### src/rtl/timer_arbiter.sv
// ============================================================================
// timer_arbiter: one shared interval counter, granted round-robin to NREQ
// requesters; one-cycle done pulse at expiry. Optional: TIMER_ARB_PRESCALE_EN.
// Revision: 1.0
// ============================================================================
`default_nettype none

module timer_arbiter #(
  parameter int NREQ     = 4,
  parameter int W        = 16,
  parameter int PRESCALE = 8
) (
  input  logic              clk,
  input  logic              reset,
  input  logic [NREQ-1:0]   req,
  input  logic [NREQ*W-1:0] dur,
  output logic [NREQ-1:0]   gnt,
  output logic [NREQ-1:0]   done,
  output logic              busy,
  output logic [W-1:0]      count
);

  localparam int PW = (NREQ > 1) ? $clog2(NREQ) : 1;

  typedef enum logic [1:0] {
    S_IDLE = 2'd0,
    S_RUN  = 2'd1,
    S_DONE = 2'd2
  } state_t;

  state_t              state, state_next;
  logic [PW-1:0]       ptr, ptr_next;
  logic [PW-1:0]       owner, owner_next;
  logic [PW-1:0]       owner_inc;
  logic [PW-1:0]       pick;
  logic                found;
  logic [NREQ-1:0]     gnt_next, done_next;
  logic                busy_next;
  logic [W-1:0]        count_next;
  logic                tick;

  if (NREQ < 2 || NREQ > 8 || PRESCALE < 1) begin : g_param_check
    $error("timer_arbiter: NREQ must be 2..8 and PRESCALE >= 1");
  end

  function automatic logic [NREQ-1:0] onehot(input logic [PW-1:0] idx);
    onehot      = '0;
    onehot[idx] = 1'b1;
  endfunction

  // Scan from the farthest offset down so the nearest requester after ptr wins.
  always_comb begin
    int j;
    pick  = '0;
    found = 1'b0;
    j     = 0;
    for (int i = NREQ - 1; i >= 0; i--) begin
      j = int'(ptr) + i;
      if (j >= NREQ) j = j - NREQ;
      if (req[j]) begin
        pick  = PW'(j);
        found = 1'b1;
      end
    end
  end

  assign owner_inc = (owner == PW'(NREQ - 1)) ? '0 : owner + 1'b1;

`ifdef TIMER_ARB_PRESCALE_EN
  localparam int SW = (PRESCALE > 1) ? $clog2(PRESCALE) : 1;
  logic [SW-1:0] presc;

  assign tick = (PRESCALE <= 1) || (presc == SW'(PRESCALE - 1));

  // Held at zero outside RUN, so every grant starts a fresh prescale period.
  always_ff @(posedge clk or posedge reset) begin
    if (reset)
      presc <= '0;
    else if (state != S_RUN || tick)
      presc <= '0;
    else
      presc <= presc + 1'b1;
  end
`else
  assign tick = 1'b1;
`endif

  always_comb begin
    state_next = state;
    ptr_next   = ptr;
    owner_next = owner;
    gnt_next   = gnt;
    done_next  = '0;
    busy_next  = busy;
    count_next = count;
    case (state)
      S_IDLE: begin
        if (found) begin
          owner_next = pick;
          gnt_next   = onehot(pick);
          count_next = dur[pick*W +: W];
          busy_next  = 1'b1;
          state_next = S_RUN;
        end
      end
      S_RUN: begin
        if (!req[owner]) begin
          gnt_next   = '0;
          busy_next  = 1'b0;
          count_next = '0;
          ptr_next   = owner_inc;
          state_next = S_IDLE;
        end else if (tick) begin
          if (count == '0) begin
            gnt_next   = '0;
            busy_next  = 1'b0;
            done_next  = onehot(owner);
            state_next = S_DONE;
          end else begin
            count_next = count - 1'b1;
          end
        end
      end
      S_DONE: begin
        ptr_next   = owner_inc;
        state_next = S_IDLE;
      end
      default: begin
        gnt_next   = '0;
        busy_next  = 1'b0;
        count_next = '0;
        state_next = S_IDLE;
      end
    endcase
  end

  always_ff @(posedge clk or posedge reset) begin
    if (reset) begin
      state <= S_IDLE;
      ptr   <= '0;
      owner <= '0;
      gnt   <= '0;
      done  <= '0;
      busy  <= 1'b0;
      count <= '0;
    end else begin
      state <= state_next;
      ptr   <= ptr_next;
      owner <= owner_next;
      gnt   <= gnt_next;
      done  <= done_next;
      busy  <= busy_next;
      count <= count_next;
    end
  end

endmodule

`default_nettype wire

### config.mk
export PLATFORM = sky130hd
export DESIGN_NAME = timer_arbiter
export DESIGN_NICKNAME = d
export VERILOG_FILES = /design/src/rtl/timer_arbiter.sv
export SDC_FILE = /design/constraint.sdc
export NUM_CORES = 1
export LEC_CHECK = 0
export CORE_MARGIN = 4
export CORE_UTILIZATION = 40
export CTS_BUF_LIST = sky130_fd_sc_hd__clkbuf_4
export DETAILED_ROUTE_END_ITERATION = 10
export GPL_ROUTABILITY_DRIVEN = 0
export PLACE_DENSITY = 0.78
export SLEW_MARGIN = 20
export SYNTH_ARGS = -nofsm -noshare
export SYNTH_HDL_FRONTEND = slang
export SYNTH_SLANG_ARGS = --single-unit
export TNS_END_PERCENT = 10
### constraint.sdc
create_clock -name clk -period 1.8 [get_ports clk]
set_input_delay 0.18 -clock clk [delete_from_list [all_inputs] [get_ports clk]]
set_output_delay 0.18 -clock clk [all_outputs]
set_load 0.01 [all_outputs]
### Yosys cells after proc, flatten, opt, wreduce, memory -nomap -nowiden

Index checks and enable logic that the tools add are counted.

* equality and inequality tests: 7
* reductions and logical operators: 10
* mux-type cells: 52
* magnitude comparators: 12
* bitwise gates (word level): 1
* shift-type cells: 1
* add/subtract/negate cells: 9

Operator list (count)
* $lt 32x4->1 const B: 4
* $mux 32: 4
* $shiftx 64x7->16: 1
* $mux 16: 3
* $pmux 16 s3: 1
* $mux 4: 6
* $mux 1: 18
* $mux 2: 9
* $logic_not 16->1: 1
* $sub 16x1->16 const B: 1
* $pmux 4 s3: 1
* $sub 3x3->4 const B: 3
* $bmux 1 s2: 5
* $ge 3x3->1 const B: 3
* $pmux 2 s2: 2
* $add 2x2->3 const B: 2
* $lt 2x3->1 const B: 2
* $ne 3x3->1 const B: 2
* $reduce_and 2->1: 3
* $reduce_and 3->1: 2
* $demux 1 s2: 2
* $eq 2x2->1 const B: 2
* $ge 2x1->1 const B: 2
* $ne 2x2->1 const B: 2
* other kinds (10): 11

* bits in registers: 31
* output and inout bits: 25
* bits of input ports: 70
* word-level logic and storage cells: 99

### Depth between registers and ports, before layout

Gate-level depths: netlist of the first run.

* depth after elaboration: 16
* gate-level depth with buffers: 9
* mapped depth without buffers: 8

### Worst setup path after synthesis of the first run

OpenSTA, ideal clock, no wires.

* kind: register to register
* start: register count[0]
* end: register count[8]
* slack: -0.195 ns
* arrival: 1.869 ns
* library setup time: 0.126 ns
* required time: 1.674 ns
* stages on the path, launching flop included: 9
* buffers on the path: 1
* clock period less this slack: 1.995 ns
* cell sequence: dfrtp_1 > inv_1 > ha_1 > nor3b_2 > and3_1 > a21o_2 > buf_4 > nor4_1 > a221o_1

* cells in the longest elaborated chain, start to end: 4
* elaborated cells on any way between the ends: 7
* classes of those cells: 1 x add/sub; 1 x eq/ne; 3 x mux; 2 x reduce/logical

RTL lines
* from (decl): RTL line 20 `output logic [W-1:0] count`
* from (signal assigned): RTL line 153 `count <= count_next;`
* $sub 16x1->16: RTL line 120 `count_next = count - 1'b1;`
* $mux 16: RTL line 114 `if (count == '0) begin`
* $mux 16: RTL line 107 `if (!req[owner]) begin`
* $pmux 16 s3: RTL line 96 `case (state)`

Parallel ways exist; a longest one is shown, timed or not. The select of a mux whose other input is x is not followed.
A chain may end at the register's enable or synchronous reset.

### Worst setup path in the final report of the first run

* start: register count[1]
* end: register count[13]

Same word-level chain as after synthesis.

==> results of run 1 <==
-- per-layer routing --
| metal | vias up | wire (um) | global-route usage |
|---|---|---|---|
| met3 | 11 | 590 | 0.0491 |
| met2 | 114 | 3530 | 0.344 |
| met5 | - | 0 | 0 |
| li1 | 1164 | - | - |
| met1 | 1133 | 3020 | 0.254 |
| met4 | 0 | 112 | 0.0570 |
-- through the flow --
step | power [mW] | setup TNS (ps) | hold WS, ps | instance area (sq um) | setup WS [ps]
final | 5.64 | -803 | 196 | 3930 | -132
after global routing | 6.02 | -2430 | 242 | 3930 | -182
after CTS | 5.53 | -355 | 196 | 3860 | -81.0
after detailed placement | 4.99 | -8330 | 484 | 3750 | -444
after global placement | 4.87 | -7120 | 477 | 3750 | -358
after floorplan | 3.30 | -266 | 283 | 2350 | -132
-- final cells by class --
| type | instances | share of cell area |
|---|---|---|
| multi-input cells | 185 | 0.388 |
| clock inverters | 3 | 0.00605 |
| repair buffers | 151 | 0.368 |
| well taps | 72 | 0.0229 |
| clock buffers | 5 | 0.00956 |
| inverters | 7 | 0.00669 |
| flip-flops and latches | 31 | 0.198 |
-- cells by family (layout without fill, tap and decap cells) --
kind of cell             Yosys count  in the layout
AND/OR/NAND/NOR                   76             76
AO/OA/AOI/OAI                     55             55
multiplexers                      49             49
flip-flops                        31             31
buffers and inverters             18            166
adder cells (fa/ha/maj)            5              5
-- tightest hold or removal path: cells and delay by family --
family,cells,cell delay [ps]
buffers and inverters,3,790
-- Yosys cell counts (3+ instances only) --
master / number
dfrtp_1: 31
mux2_2: 13
nor2_1: 10
buf_4: 3
a21o_1: 3
nor4_1: 3
nand3_1: 3
ha_1: 5
a221o_1: 4
nor3_1: 11
nand2_1: 28
mux2i_1: 35
nand2b_1: 3
and2_2: 4
inv_1: 6
o21ai_1: 6
buf_6: 4
a21oi_1: 9
o221ai_2: 6
o21ai_0: 11
-- power by group through the flow --
stage / sequential (mW) / combinational (mW) / clock (mW)
after floorplan: 1.37 / 1.92 / 0
after detailed placement: 1.20 / 3.79 / 0
after CTS: 1.19 / 3.89 / 0.450
after global placement: 1.18 / 3.68 / 0
after global routing: 1.23 / 4.30 / 0.481
final: 1.20 / 4.00 / 0.439
-- repair_timing --
item	4_1_cts	5_1_grt
pin swaps	12	6
buffers inserted	2	3
setup endpoints to repair	19	25
gates resized for setup	12	11
-- registers in the layout, summed over array words and instances, names as in the netlist --
| signal | flops |
|---|---|
| count | 16 |
| owner | 2 |
| busy | 1 |
| ptr | 2 |
| done | 4 |
| state | 2 |
| gnt | 4 |
-- worst max path at each step --
stage / end / slack, ps / cells after the start
2_1_floorplan: count[14] / -130 / 8
3_3_place_gp: count[0] / -360 / 9
3_5_place_dp: count[4] / -440 / 9
4_1_cts: count[13] / -80 / 6
5_1_grt: count[7] / -180 / 9
6_report: count[13] / -130 / 8
==> reports/qor.yml, run 1 <==
grt:
  antenna_found_initial: 0
  grt_max_degree: 32
  grt_usage: 0.202
  grt_pass1_vias: 2483
  grt_overflow: 0
  grt_pass1_wl_um: 11800
routing:
  wl_per_cell_um: 16.0
  drt_wl_total_um: 7260
  ant_nets: 0
  firstDrtPassIters: 4
  vias: 2422
  drtIter0Drc: 140
  drc: 0
  vias_per_cell: 5.33
pwr:
  peakVddDrop_mv: 0.658
  p_leak_nw: 1.77
  p_sw_mw: 2.32
  p_sw_frac: 0.411
  power_frac_seq: 0.213
  powerDensity_nw_per_um2: 1440
  power_frac_clock: 0.078
  combinationalPowerShare: 0.709
  power.internal_mw: 3.32
timing:
  slew_headroom: 0.600
  min_period_ps: 1930
  final-hold-violation-count: 0
  rsz0062_at_grt: "yes"
  finClkSkew_ps: 5.86
  fin_ws_ps: -132
  worstMarginPinSlew_ps: 595
  setup_viol_count_final: 16
  slew_viol_final: 0
  fin_crit_sh: 1.07
  fmax_ghz: 0.518
cells_and_area:
  final_core_util: 0.705
  final_cells: 454
  regArea_sq_um: 778
  n_antenna_cell: 0
  fillers: 438
  fin_nets: 456
  syn_to_final_growth_pct: 69.2
  multiInputGateArea_sq_um: 1530
  drive_gt1_frac: 0.306
  layout.cells.most_common_list: "94 x clkdlybuf4s50_1, 48 x buf_4, 35 x mux2i_1"
  layout_commonest_cell: "clkdlybuf4s50_1"
yosys:
  async_reset_ff_frac: 1.00
  synthXorXnorAreaFrac: 0
  synthMuxAreaShare: 0.224
  syn_nets: 309
  yosys.area_share.simple: 0.181
  synth_top_area_frac: 0.334
  synth_edf_count: 0
  synth_area_per_cell_sq_um: 9.92
  synth-compound-area-share: 0.182
  syn_inst: 234
  synth_largest_area_cell: "dfrtp_1"
  synth_fa_ha_area_frac: 0.0270
  seq_area_frac_synth: 0.334
  synth_seq_cells: 31
  synth_top_cells_by_area: "dfrtp_1 33%, mux2i_1 15%, mux2_2 6.3%, nand2_1 4.5%, o221ai_2 3.9%"
  netlist_area_sq_um: 2320
  ys_warn_count: 0
  synth_cell_type_count: 52
  synth_top_family_by_area: "multiplexers"
  synth-main-ff-cell: "dfrtp_1"
placement:
  place_inst: 441
  io_buffers: 94
  hpwl_um: 5610
worst_setup_path:
  slowest_delay_ps: 420
  reg2reg_from: "count[1]"
  crit_top_cell: "nor3b_4"
  r2r_end: "count[13]"
  reg2reg_depth: 8
  cp-start-kind: "flop"
  crit_buf_inv: 2
  regToRegSetupSlack_ps: -130
  worstSetupStartpoint: "count[1]"
  crit_family: "simple AND/OR/NAND/NOR gates"
  worstPathArrival_ps: 2180
  path_max_fanout: 4
  slowest_stage: "dfrtp_2"
  worstSetupPathType: "flop to flop"
  end_kind: "flop"
  crit_chain: "inv_2 -> ha_4 -> nor3b_4 -> nand3_2 -> nor3b_4 -> nor2_4 -> buf_6 -> a221o_1"
  required_ps: 2040
cts:
  tritoncts: "done"
  cts-root-buf: "clkbuf_4"
  holdBufCountCts: 0
  cts_inserted_buffers: 5
  cts_sinks: 31
  clockBufferDepth: 2
  cts_max_level: 2
  clk_pin_slew_worst_paths_ps: 110
  worstSkewPairLatency_ps: 350
status:
  run_status: "finished with violations"
  failed_checks: "setup timing"
run:
  max_cap_violations: 0
floorplanning:
  fp.dieW_um: 84.2
  ios: 95
  rows: 27
  core-area_sq_um: 5570
  die_area_sq_um: 7090
  initial_utilization: 0.416
  die_h_um: 84.2
min_path:
  hold_path_class: "input port to async pin"
Power figures use the tool's default switching activity.
==> inputs of run 2 (changes only) <==
--- a/config.mk
+++ b/config.mk
@@ -6,11 +6,11 @@
 export NUM_CORES = 1
 export LEC_CHECK = 0
 export CORE_MARGIN = 4
-export CORE_UTILIZATION = 40
+export CORE_UTILIZATION = 45
 export CTS_BUF_LIST = sky130_fd_sc_hd__clkbuf_4
 export DETAILED_ROUTE_END_ITERATION = 10
 export GPL_ROUTABILITY_DRIVEN = 0
-export PLACE_DENSITY = 0.78
+export PLACE_DENSITY = 0.83
 export SLEW_MARGIN = 20
 export SYNTH_ARGS = -nofsm -noshare
 export SYNTH_HDL_FRONTEND = slang
==> constraint.sdc (replaced) <==
create_clock -name clk -period 1.9 [get_ports clk]
set_input_delay 0.19 -clock clk [delete_from_list [all_inputs] [get_ports clk]]
set_output_delay 0.19 -clock clk [all_outputs]
set_load 0.01 [all_outputs]
==> reports/qor.yml, run 2 (synthesis results as in run 1) <==
status:
  run_status: "finished with violations"
  failed_checks: "setup timing"
floorplanning:
  die_area_sq_um: 6370
  rows: 25
  fp.dieW_um: 79.8
  die_h_um: 79.8
  initial_utilization: 0.479
  ios: 95
  core-area_sq_um: 4850
pwr:
  p_sw_frac: 0.411
  p_leak_nw: 1.70
  power_frac_clock: 0.072
  power_frac_seq: 0.230
  fin_total_pwr_mw: 5.11
  peakVddDrop_mv: 0.845
  p_sw_mw: 2.10
  powerDensity_nw_per_um2: 1340
  combinationalPowerShare: 0.698
  power.internal_mw: 3.01
cells_and_area:
  final_core_util: 0.784
  final_cells: 440
  finalInstanceArea_sq_um: 3800
  largest_reg_flops: 16
  fin_nets: 447
  drive_gt1_frac: 0.287
  top_regs: "count: 16 flops, done: 4 flops, gnt: 4 flops"
  syn_to_final_growth_pct: 63.8
  top_register: "count"
  layout_commonest_cell: "clkdlybuf4s50_1"
  fillers: 311
  n_antenna_cell: 0
  layout.cells.most_common_list: "94 x clkdlybuf4s50_1, 43 x buf_4, 35 x mux2i_1"
worst_setup_path:
  crit_family: "simple AND/OR/NAND/NOR gates"
  r2r_end: "count[13]"
  reg2reg_from: "count[1]"
  worstSetupPathType: "flop to flop"
  slowest_stage: "dfrtp_2"
  crit_chain: "inv_2 -> ha_4 -> nor3b_4 -> nand3_2 -> nor3b_4 -> nor2_2 -> buf_4 -> a221o_1"
  regToRegSetupSlack_ps: -30
  cp-start-kind: "flop"
  crit_buf_inv: 2
  worstPathArrival_ps: 2170
  end_kind: "flop"
  reg2reg_depth: 8
  required_ps: 2130
  slowest_delay_ps: 420
  path_max_fanout: 4
  crit_top_cell: "nor3b_4"
cts:
  cts_max_level: 2
  worstSkewPairLatency_ps: 340
  cts_sinks: 31
  clockBufferDepth: 2
  cts-root-buf: "clkbuf_4"
  clk_pin_slew_worst_paths_ps: 100
  cts_inserted_buffers: 5
  holdBufCountCts: 0
  tritoncts: "done"
routing:
  vias_per_cell: 5.49
  wl_per_cell_um: 15.9
  drtIter0Drc: 167
  drt_wl_total_um: 7020
  ant_nets: 0
  vias: 2416
  drc: 0
  firstDrtPassIters: 5
placement:
  place_inst: 431
  io_buffers: 94
  post-place-ws_ps: -353
  place_area_sq_um: 3690
  hpwl_um: 5590
grt:
  grt_pass1_vias: 2442
  grt_overflow: 0
  grt_pass1_wl_um: 10900
  antenna_found_initial: 0
  grt_max_degree: 19
  grt_usage: 0.218
timing:
  fin_crit_sh: 1.02
  setup_viol_count_final: 2
  fin_setup_tns_ps: -60.3
  slew_viol_final: 0
  final-hold-violation-count: 0
  finClkSkew_ps: 8.09
  timing.hold.ws_ps: 162
  fin_ws_ps: -33.4
  rsz0062_at_grt: "yes"
  worstMarginPinSlew_ps: 360
  fmax_ghz: 0.517
  min_period_ps: 1930
  slew_headroom: 0.758
min_path:
  hold_path_class: "input port to async pin"
run:
  max_cap_violations: 0
## run 2: changes by cell type in the layout (fill, tap and decap cells not counted), moves of 2 or more
cell	before	now
buf_4	48	43
o21ai_0	6	11
o21ai_1	10	5
buf_6	4	1
clkinv_1	0	2
mux2_2	11	13
mux2_4	2	0
nor4_2	0	2
## run 2: worst register-to-register path: stages, from the launching register on
cell and delay, ps:
dfrtp_2 420, inv_2 70, ha_4 130, nor3b_4 270
nand3_2 160, nor3b_4 250, nor2_2 80, buf_4 130
a221o_1 320
## run 2: what timing repair did
item                                    CTS  global route
pin swaps                                 1             5
endpoints found under the hold margin     0             0
endpoints found under the setup margin    3            21
resized for setup                         3             7
buffers inserted                          0             1
## run 2: layout make-up
cell class	count	area, sq um	share of cell area
inverter	7	26.3	0.00691
tap	67	83.8	0.0221
clock inverter	3	15.0	0.00395
timing repair buffer	142	1360	0.356
multi-input combinational	185	1510	0.396
sequential	31	778	0.205
clock buffer	5	37.5	0.00987
## run 2: power groups by stage
stage               combinational, mW  clock, mW  sequential, mW
floorplan                        1.82          0            1.30
global placement                 3.35          0            1.16
detailed placement               3.45          0            1.17
CTS                              3.49      0.381            1.17
global route                     3.84      0.413            1.21
finish                           3.57      0.369            1.18
## run 2: worst max-delay path by stage
stage          slack (ps)        end     start  cells after the start
2_1_floorplan         -30  count[14]  count[0]                      8
3_3_place_gp         -290   count[4]    req[0]                      9
3_5_place_dp         -350   count[4]    req[0]                      9
4_1_cts               -20  count[14]  count[1]                      8
5_1_grt              -130  count[14]  count[0]                      8
6_report              -30  count[13]  count[1]                      8
## run 2: per-layer routing
| metal | share of wire | wire [um] | up-vias | GRT usage |
|---|---|---|---|---|
| met5 | 0 | 0 | - | 0 |
| met4 | 0.024 | 171 | 0 | 0.0980 |
| met3 | 0.090 | 631 | 18 | 0.0677 |
| met2 | 0.49 | 3470 | 117 | 0.376 |
| met1 | 0.39 | 2740 | 1135 | 0.247 |
| li1 | - | - | 1146 | - |
